**config.mk**
```make
export PLATFORM = sky130hd
export DESIGN_NAME = uart_tx_arbiter
export DESIGN_NICKNAME = d
export VERILOG_FILES = /design/src/rtl/uart_tx_arbiter.sv
export SDC_FILE = /design/constraint.sdc
export NUM_CORES = 1
export LEC_CHECK = 0
export ABC_AREA = 1
export BUFFER_PORTS_ARGS = -buffer_cell sky130_fd_sc_hd__buf_4
export CORE_ASPECT_RATIO = 1.5
export CORE_MARGIN = 4
export CORE_UTILIZATION = 50
export DETAILED_ROUTE_END_ITERATION = 16
export GPL_ROUTABILITY_DRIVEN = 0
export GPL_TIMING_DRIVEN = 0
export PLACE_DENSITY = 0.82
export SLEW_MARGIN = 40
export SYNTH_ARGS = -nofsm -noshare
export SYNTH_HDL_FRONTEND = slang
export SYNTH_SLANG_ARGS = --single-unit
export TNS_END_PERCENT = 50
```
**constraint.sdc**
```tcl
create_clock -name clock -period 4.5 [get_ports clock]
set_input_delay 0.675 -clock clock [delete_from_list [all_inputs] [get_ports clock]]
set_output_delay 0.675 -clock clock [all_outputs]
set_load 0.02 [all_outputs]
```
**src/rtl/uart_tx_arbiter.sv**
```systemverilog
// Round-robin, packet-granular arbiter that shares one UART TX byte port among
// N_REQ valid/ready requesters, with a stall watchdog that reclaims a silent grantee.
module uart_tx_arbiter #(
   parameter  int N_REQ   = 4,
   parameter  int TIMEOUT = 1024,
   localparam int ID_W    = $clog2(N_REQ)
) (
   input  logic               clock,
   input  logic               rst_n,
   input  logic [N_REQ-1:0]   req_valid,
   input  logic [8*N_REQ-1:0] req_data,
   input  logic [N_REQ-1:0]   req_last,
   output logic [N_REQ-1:0]   req_ready,
   output logic               out_valid,
   output logic [7:0]         out_data,
   input  logic               out_ready,
   output logic               busy,
   output logic [ID_W-1:0]    grant_id,
   output logic               abort,
   output logic [ID_W-1:0]    abort_id
);

   localparam int               CNT_W      = $clog2(TIMEOUT + 1);
   localparam logic [CNT_W-1:0] STALL_LAST = CNT_W'(TIMEOUT - 1);
   localparam logic [CNT_W-1:0] CNT_MAX    = {CNT_W{1'b1}};

   typedef enum logic {IDLE, SEND} state_e;

   state_e           state_q, state_d;
   logic [ID_W-1:0]  grant_q, grant_d;
   logic [CNT_W-1:0] stall_cnt_q, stall_cnt_d;
   logic             abort_q, abort_d;
   logic [ID_W-1:0]  abort_id_q, abort_id_d;

   logic             pick_found;
   logic [ID_W-1:0]  pick;
   logic [ID_W-1:0]  cand;

   // grant_q doubles as last_grant: scan starts just above the previous grantee
   always_comb begin
      pick_found = 1'b0;
      pick       = grant_q;
      cand       = grant_q;
      for (int k = 1; k <= N_REQ; k++) begin
         cand = ID_W'((int'(grant_q) + k) % N_REQ);
         if (!pick_found && req_valid[cand]) begin
            pick_found = 1'b1;
            pick       = cand;
         end
      end
   end

   always_comb begin
      state_d     = state_q;
      grant_d     = grant_q;
      stall_cnt_d = stall_cnt_q;
      abort_d     = 1'b0;
      abort_id_d  = abort_id_q;
      req_ready   = '0;
      out_valid   = 1'b0;
      out_data    = 8'h00;
      case (state_q)
         IDLE: begin
            if (pick_found) begin
               grant_d     = pick;
               state_d     = SEND;
               stall_cnt_d = '0;
            end
         end
         SEND: begin
            out_valid          = req_valid[grant_q];
            out_data           = out_valid ? req_data[{grant_q, 3'b000} +: 8] : 8'h00;
            req_ready[grant_q] = out_ready;
            // valid high with out_ready low is UART backpressure: counter untouched
            if (req_valid[grant_q]) begin
               if (out_ready) begin
                  if (req_last[grant_q]) state_d = IDLE;
                  else                   stall_cnt_d = '0;
               end
            end else if (stall_cnt_q == STALL_LAST) begin
               state_d    = IDLE;
               abort_d    = 1'b1;
               abort_id_d = grant_q;
            end else if (stall_cnt_q != CNT_MAX) begin
               stall_cnt_d = stall_cnt_q + CNT_W'(1);
            end
         end
         default: state_d = IDLE;
      endcase
   end

   always_ff @(posedge clock or negedge rst_n) begin
      if (!rst_n) begin
         state_q     <= IDLE;
         grant_q     <= ID_W'(N_REQ - 1);
         stall_cnt_q <= '0;
         abort_q     <= 1'b0;
         abort_id_q  <= '0;
      end else begin
         state_q     <= state_d;
         grant_q     <= grant_d;
         stall_cnt_q <= stall_cnt_d;
         abort_q     <= abort_d;
         abort_id_q  <= abort_id_d;
      end
   end

   assign busy     = (state_q == SEND);
   assign grant_id = grant_q;
   assign abort    = abort_q;
   assign abort_id = abort_id_q;

endmodule
```
=== After elaboration in Yosys (flattened, before gate mapping) ===
Index checks and enable logic that the tools add are counted.

* Input port bits: 43
* Bits in registers: 17

* Shifts and indexed selects: 1
* $lt $le $gt $ge: 6
* Muxes and demuxes: 42
* Reduce and logical (&&, ||, !) cells: 11
* $add $sub $neg: 5
* Equality and inequality tests: 7
* Bitwise logic cells: 3

{| class="wikitable"
|+ Operator list
! kind !! number
|-
| 2-to-1 mux 11 bit || 6
|-
| indexed part select 32 x 6 -> 8 bit || 1
|-
| case mux 11 bit (2 select lines) || 1
|-
| 2-to-1 mux 1 bit || 20
|-
| 2-to-1 mux 8 bit || 2
|-
| < comparator 2 x 3 -> 1 bit (second input constant) || 5
|-
| binary-select mux 1 bit (select 2 bit) || 6
|-
| adder 11 x 1 -> 11 bit (second input constant) || 1
|-
| == test 11 x 10 -> 1 bit (second input constant) || 1
|-
| != test 11 bit (second input constant) || 1
|-
| != test 3 bit (second input constant) || 3
|-
| 2-to-1 mux 2 bit || 4
|-
| AND reduction 3 bit || 2
|-
| AND reduction 5 bit || 1
|-
| adder 2 x 1 -> 2 bit (second input constant) || 2
|-
| adder 2 bit (second input constant) || 2
|-
| bitwise AND 4 bit || 1
|-
| logical AND 1 bit || 4
|-
| 2-to-1 mux 4 bit || 1
|-
| nonzero test 4 bit || 1
|-
| zero test 1 bit || 3
|-
| != test 3 x 1 -> 1 bit (second input constant) || 1
|-
| demux 1 bit (select 2 bit) || 1
|-
| greater-or-equal comparator 2 x 1 -> 1 bit (second input constant) || 1
|-
| 3 further kinds || 4
|}

=== Logic depth before layout (Yosys ltp) ===
Gate-level depths: netlist of the first run.

* Depth after elaboration: 15
* Mapped depth: 13
* Depth with buffers taken out: 11

=== Least setup slack after synthesis of the first run ===
No wires, ideal clock.

* Path type: reg2out
* Start: register grant_q[0] (netlist: grant_id[0])
* End: output port out_data[3]
* Path buffers: 2
* Stages on the path, launching flop included: 7
* Setup slack: 2,198 ps
* Data arrival time: 1,627 ps
* Cell sequence: dfstp_2 buf_2 buf_2 nor2_1 nor2_1 o21ai_0 a21oi_1

* Word-level cells in the longest chain between the ends: 4
* Elaborated cells between the ends (all ways): 5

{| class="wikitable"
|+ RTL lines
! element !! line !! source
|-
| from (decl) || 30 || <nowiki>logic [ID_W-1:0] grant_q, grant_d;</nowiki>
|-
| from (signal assigned) || 95 || <nowiki>grant_q <= ID_W'(N_REQ - 1);</nowiki>
|-
| from (signal assigned) || 101 || <nowiki>grant_q <= grant_d;</nowiki>
|-
| branches (longest 2 deep; another with indexed part select 32 x 6 -> 8 bit) || -- ||
|-
| 2-to-1 mux 8 bit (*) || 72 || <nowiki>out_data = out_valid ? req_data[{grant_q, 3'b000} +: 8] : 8'h00;</nowiki>
|-
| 2-to-1 mux 8 bit (*) || 62 || <nowiki>case (state_q)</nowiki>
|-
| to (decl) || 15 || <nowiki>output logic [7:0] out_data,</nowiki>
|}

Every way passes the cells marked *. The select of a mux whose other input is x is not followed.

=== Final worst setup path of the first run ===
Ends and elaborated chain as after synthesis.

==> flow_summary.json, run 1 <==
{
  "grt_max_degree": 18,
  "syn_to_final_growth_pct": 35.7,
  "startpoint_type": "flop",
  "drive_gt1_frac": 0.279,
  "die_w_um": 53.4,
  "synth_nets": 302,
  "nNetsFinal": 368,
  "slew_headroom": 0.657,
  "ant_nets": 0,
  "hold_class": "primary input to async pin",
  "syn-cell-area_sq_um": 1550,
  "path_class": "flop to output port",
  "grt_pass1_wl_um": 7450,
  "netlist_instances": 254,
  "synth_edf_count": 0,
  "die-area_sq_um": 4070,
  "ys_warn_count": 0,
  "hold_viol": 0,
  "tritoncts": "built",
  "synth_top_cell_area_share": 0.243,
  "dpl.hpwl_um": 3660,
  "vdd_drop_max_mv": 0.476,
  "wl_per_cell_um": 12.4,
  "fmax_mhz": 379,
  "crit_arrival_ns": 1.96,
  "cp_cell_sequence": "buf_2 > buf_2 > nor2_1 > nor2_1 > o21ai_0 > a21oi_1 > buf_4",
  "final_common_cell": "nand2_1",
  "cap_violations": 0,
  "first_pass_iters": 4,
  "drt-total-wl_um": 4450,
  "cts_root_buf": "clkbuf_8",
  "tns_ns": 0,
  "antennaDiodeCount": 0,
  "synth.distinct_cells": 25,
  "rsz0062_at_grt": "false",
  "cts.sinks": 17,
  "cts_resized": 0,
  "seqCellArea_sq_um": 428,
  "ys.flop_type": "dfrtp_1",
  "status": "finished clean",
  "final.min_clock_period_ns": 2.64,
  "cts_setup_buffers": 0,
  "grt.overflow.total": 0,
  "synth-async-reset-ratio": 1.00,
  "fin_area_sq_um": 2100,
  "drv_slew": 0,
  "initial_utilization": 0.526,
  "route.detailed.drc": 0,
  "vias": 1830,
  "synth_top_cell_by_area": "dfrtp_1",
  "hold_buffers": 0,
  "globalRouteTotalUtil": 0.231,
  "htreeDepth": 1,
  "fillCellCount": 294,
  "end_kind": "output port",
  "setup_viol": 0,
  "die_y_um": 76.1,
  "grt_pass1_vias": 1735,
  "first_iter_violations": 47,
  "fp-row-count": 24,
  "crit_fanout": 10,
  "cts_made_buffers": 3,
  "p_leak_nw": 1.14,
  "dpl_cell_area_sq_um": 2050,
  "port_buffers": 61,
  "clk_pin_slew_ns": 0.06,
  "clockBufferDepth": 2,
  "core-area_sq_um": 2940,
  "ys_ff_latch": 17,
  "antenna_found_initial": 0,
  "power.density_nw_per_um2": 607,
  "final_cell_mix": "65 x nand2_1, 61 x buf_4, 52 x nor2_1, 25 x nand3_1, 21 x inv_1",
  "worstMarginPinSlew_ns": 0.514,
  "synthTopCellsByArea": "dfrtp_1 24%, nand2_1 16%, nor2_1 13%",
  "ys_seq_area_frac": 0.276,
  "finalClockSkew_ns": 0.00464,
  "clk_latency_ns": 0.25,
  "num_io_pins": 62,
  "avgSynthCellArea_sq_um": 6.09,
  "cpMaxStageDelayCell": "dfstp_2",
  "avgViaCountPerCell": 5.11,
  "cpPeakStageDelay_ns": 0.63,
  "cp.required_ns": 3.83,
  "fin_crit_sh": 0.586,
  "multiInputGateArea_sq_um": 990
}
-- power breakdown --
group | leakage (nW) | switching, mW | internal (mW)
Clock | 0.0228 | 0.0479 | 0.0627
Sequential | 0.223 | 0.0467 | 0.188
Combinational | 0.896 | 0.594 | 0.335
-- cells by family (layout without fill, tap and decap cells) --
logic type	count (synthesis)	count (layout)	synth area share
XOR/XNOR	1	1	0.00566
AND/OR/NAND/NOR	168	168	0.492
flip-flops	17	17	0.276
AO/OA/AOI/OAI	30	30	0.102
buffers and inverters	33	98	0.0841
adder cells (fa/ha/maj)	5	5	0.0404
-- metrics by stage --
| stage | hold WS (ns) | utilization | std cells | setup WS (ns) | power (mW) |
|---|---|---|---|---|---|
| 3_3_place_gp | 0.470 | 0.698 | 354 | 2.02 | 1.16 |
| 2_1_floorplan | 0.379 | - | 254 | 2.20 | 0.869 |
| 4_1_cts | 0.286 | 0.713 | 358 | 1.85 | 1.29 |
| 6_report | 0.282 | 0.713 | 358 | 1.86 | 1.27 |
| 3_5_place_dp | 0.479 | 0.698 | 354 | 2.01 | 1.17 |
| 5_1_grt | 0.291 | 0.713 | 358 | 1.69 | 1.40 |
-- sequential cells by signal, summed over array words and instances (netlist names) --
signal	count
stall_cnt_q	11
abort_id	2
grant_id	2
abort	1
busy	1
-- cells in the mapped netlist, types with 2 or more instances --
library cell and number:
a21oi_1 9, buf_2 4, clkbuf_1 3, dfrtp_1 15
dfstp_2 2, ha_1 5, inv_1 21, inv_2 4
nand2_1 65, nand2_2 5, nand2_4 2, nand3_1 25
nand3_2 3, nand4_1 9, nor2_1 52, nor2_2 2
nor3_1 3, o21ai_0 16, o21ai_1 2, o21bai_1 2
-- per-layer routing --
layer  global-route usage  part of all wire  vias up
met1                0.252              0.39      824
li1                     -                 -      949
met3               0.0587             0.063        8
met2                0.420              0.53       49
met4               0.0614             0.018        0
met5                    0                 0        -
-- worst max-delay path, delay by kind of cell (launching register included) --
| family | cells | cell delay, ns |
|---|---|---|
| DFF | 1 | 0.63 |
| and+or+nand+nor | 2 | 0.14 |
| AOI/OAI and AO/OA | 2 | 0.25 |
| buffers and inverters | 3 | 0.67 |
-- cell type report --
| class | instances | share of cell area |
|---|---|---|
| flip-flops and latches | 17 | 0.204 |
| repair buffers | 61 | 0.218 |
| plain buffers | 7 | 0.0149 |
| inverters | 26 | 0.0471 |
| multi-input cells | 204 | 0.471 |
| well taps | 39 | 0.0232 |
| clock buffers | 4 | 0.0215 |
-- final timing paths --
check	from	to	slack [ns]	cells after the start
min in group clock	stall_cnt_q[10]	abort	0.49	1
max in group asynchronous	rst_n	grant_id[1]	3.97	1
max	grant_id[0]	out_data[3]	1.86	7
min	rst_n	stall_cnt_q[3]	0.28	1
min reg2reg	stall_cnt_q[10]	abort	0.49	1
max reg2reg	grant_id[0]	stall_cnt_q[9]	1.99	13
Note: power is estimated with default switching activity, not from simulation.
==> run 2, diff against run 1 <==
--- a/config.mk
+++ b/config.mk
@@ -9,11 +9,11 @@
 export BUFFER_PORTS_ARGS = -buffer_cell sky130_fd_sc_hd__buf_4
 export CORE_ASPECT_RATIO = 1.5
 export CORE_MARGIN = 4
-export CORE_UTILIZATION = 50
+export CORE_UTILIZATION = 49
 export DETAILED_ROUTE_END_ITERATION = 16
 export GPL_ROUTABILITY_DRIVEN = 0
 export GPL_TIMING_DRIVEN = 0
-export PLACE_DENSITY = 0.82
+export PLACE_DENSITY = 0.81
 export SLEW_MARGIN = 40
 export SYNTH_ARGS = -nofsm -noshare
 export SYNTH_HDL_FRONTEND = slang
==> constraint.sdc (replaced) <==
create_clock -name clock -period 2.7 [get_ports clock]
set_input_delay 0.405 -clock clock [delete_from_list [all_inputs] [get_ports clock]]
set_output_delay 0.405 -clock clock [all_outputs]
set_load 0.02 [all_outputs]
==> run 2 against run 1 <==
Against the previous run:
- cell count grew 0.28%
- critical path depth up 6
- setup slack worse by 1.6 ns
- routed wire length is 0.63% higher
- via count decreased by 2.5%
- cell area is 0.48% higher
- worst hold slack got worse by 0.28 ns
==> flow_summary.json, run 2 (same netlist as run 1, synthesis figures left out) <==
{
  "die_y_um": 76.8,
  "vias": 1785,
  "wl_per_cell_um": 12.5,
  "worstMarginPinSlew_ns": 0.511,
  "fillCellCount": 273,
  "fin_cells": 359,
  "nNetsFinal": 369,
  "fmax_mhz": 406,
  "cap_violations": 0,
  "tritoncts": "built",
  "num_io_pins": 62,
  "grt_max_degree": 18,
  "drv_slew": 0,
  "slew_headroom": 0.660,
  "cpMaxStageDelayCell": "dfstp_2",
  "tns_ns": 0,
  "rsz0062_at_grt": "false",
  "first_iter_violations": 45,
  "cpMostUsedCell": "nand2_1",
  "hold_buffers": 0,
  "path_class": "flop to flop",
  "final_common_cell": "nand2_1",
  "p_switching_mw": 1.15,
  "clkPwrFrac": 0.089,
  "fin_ws_ns": 0.236,
  "antenna_found_initial": 0,
  "final.min_clock_period_ns": 2.46,
  "place_inst": 354,
  "grt_pass1_wl_um": 7490,
  "cpPeakStageDelay_ns": 0.57,
  "p_comb_frac": 0.735,
  "pre_cts_ws_ns": 0.156,
  "core-area_sq_um": 2970,
  "drive_gt1_frac": 0.281,
  "final_cell_mix": "65 x nand2_1, 62 x buf_4, 52 x nor2_1, 25 x nand3_1, 21 x inv_1",
  "hold_class": "primary input to async pin",
  "power.density_nw_per_um2": 1010,
  "grt.overflow.total": 0,
  "p_leak_nw": 1.15,
  "ant_nets": 0,
  "syn_to_final_growth_pct": 36.3,
  "p_int_mw": 0.988,
  "fp-row-count": 24,
  "cts_made_buffers": 3,
  "fin_crit_sh": 0.913,
  "globalRouteTotalUtil": 0.236,
  "grt_pass1_vias": 1697,
  "drt-total-wl_um": 4470,
  "finish.utilization": 0.710,
  "setup_viol": 0,
  "status": "finished clean",
  "clk_latency_ns": 0.26,
  "swShare": 0.538,
  "top_register": "stall_cnt_q",
  "die_w_um": 53.9,
  "largest_register_ffs": 11,
  "cts.sinks": 17,
  "crit_fanout": 11,
  "finalClockSkew_ns": 0.000944,
  "whs_ns": 0.00402,
  "clockBufferDepth": 2,
  "first_pass_iters": 4,
  "initial_utilization": 0.521,
  "dpl.hpwl_um": 3660,
  "cp.required_ns": 2.90,
  "cts_root_buf": "clkbuf_8",
  "avgViaCountPerCell": 4.97,
  "clk_pin_slew_ns": 0.06,
  "seqCellArea_sq_um": 428,
  "htreeDepth": 1,
  "multiInputGateArea_sq_um": 990,
  "startpoint_type": "flop",
  "crit_arrival_ns": 2.66,
  "end_kind": "flop",
  "port_buffers": 61,
  "antennaDiodeCount": 0,
  "vdd_drop_max_mv": 0.719,
  "p_seq_frac": 0.177,
  "die-area_sq_um": 4140,
  "cp_cell_sequence": "inv_2 > clkbuf_1 > clkbuf_4 > ha_1 > inv_1 > nand3_1 > nand2_1 > nand2_1 > nor2_1 > nand2_2 > nand3_4 > nand2_1 > nand2_1",
  "route.detailed.drc": 0,
  "hold_viol": 0
}
[run 2: cell count changes in the layout (fill, tap and decap cells not counted)]
cell | previous run | this run
clkbuf_4 | 0 | 1
buf_4 | 61 | 62
buf_2 | 4 | 3
[run 2: final cells by class]
class | instances | share of cell area
tap | 39 | 0.0231
inverter | 26 | 0.0469
sequential | 17 | 0.203
buffer | 7 | 0.0160
clock buffer | 4 | 0.0214
multi-input combinational | 204 | 0.469
timing repair buffer | 62 | 0.221
[run 2: power groups by stage]
stage	clock (mW)	sequential, mW	combinational, mW
2_1_floorplan	0	0.399	1.05
3_3_place_gp	0	0.395	1.54
3_5_place_dp	0	0.395	1.55
4_1_cts	0.193	0.391	1.56
5_1_grt	0.205	0.386	1.76
6_report	0.190	0.378	1.57
[run 2: worst paths after layout]
path / from / end / slack, ns / cells past startpoint
worst min register to register: stall_cnt_q[10] / abort / 0.49 / 1
worst max-delay path: grant_id[0] / stall_cnt_q[5] / 0.24 / 13
min in group clock: stall_cnt_q[10] / abort / 0.49 / 1
max in group asynchronous: rst_n / grant_id[1] / 2.44 / 1
worst max register to register: grant_id[0] / stall_cnt_q[5] / 0.24 / 13
worst min-delay path: rst_n / stall_cnt_q[7] / 0.004 / 1
[run 2: routing by layer]
layer,vias up,wire (um),GRT usage,part of all wire
met5,-,0,0,0
met2,49,2370,0.417,0.53
met4,0,98,0.0895,0.022
met1,775,1720,0.258,0.38
met3,7,289,0.0523,0.065
li1,954,-,-,-
[run 2: worst max-delay path: cells and delay by family (launching register included)]
family | cells | cell delay, ns
flip-flops | 1 | 0.57
adder cells (fa/ha/maj) | 1 | 0.35
buffers and inverters | 4 | 0.65
AND/OR/NAND/NOR | 8 | 0.83
[run 2: metrics by stage]
step | power, mW | instance area, sq um
detailed placement | 1.95 | 2050
floorplan | 1.45 | 1550
finish | 2.14 | 2110
CTS | 2.14 | 2100
global route | 2.36 | 2110
global placement | 1.93 | 2050
[run 2: timing repair]
action                                  4_1_cts  5_1_grt
resized for setup                             0        1
buffers inserted                              0        1
endpoints found under the hold margin         0        0
endpoints found under the setup margin        0       12
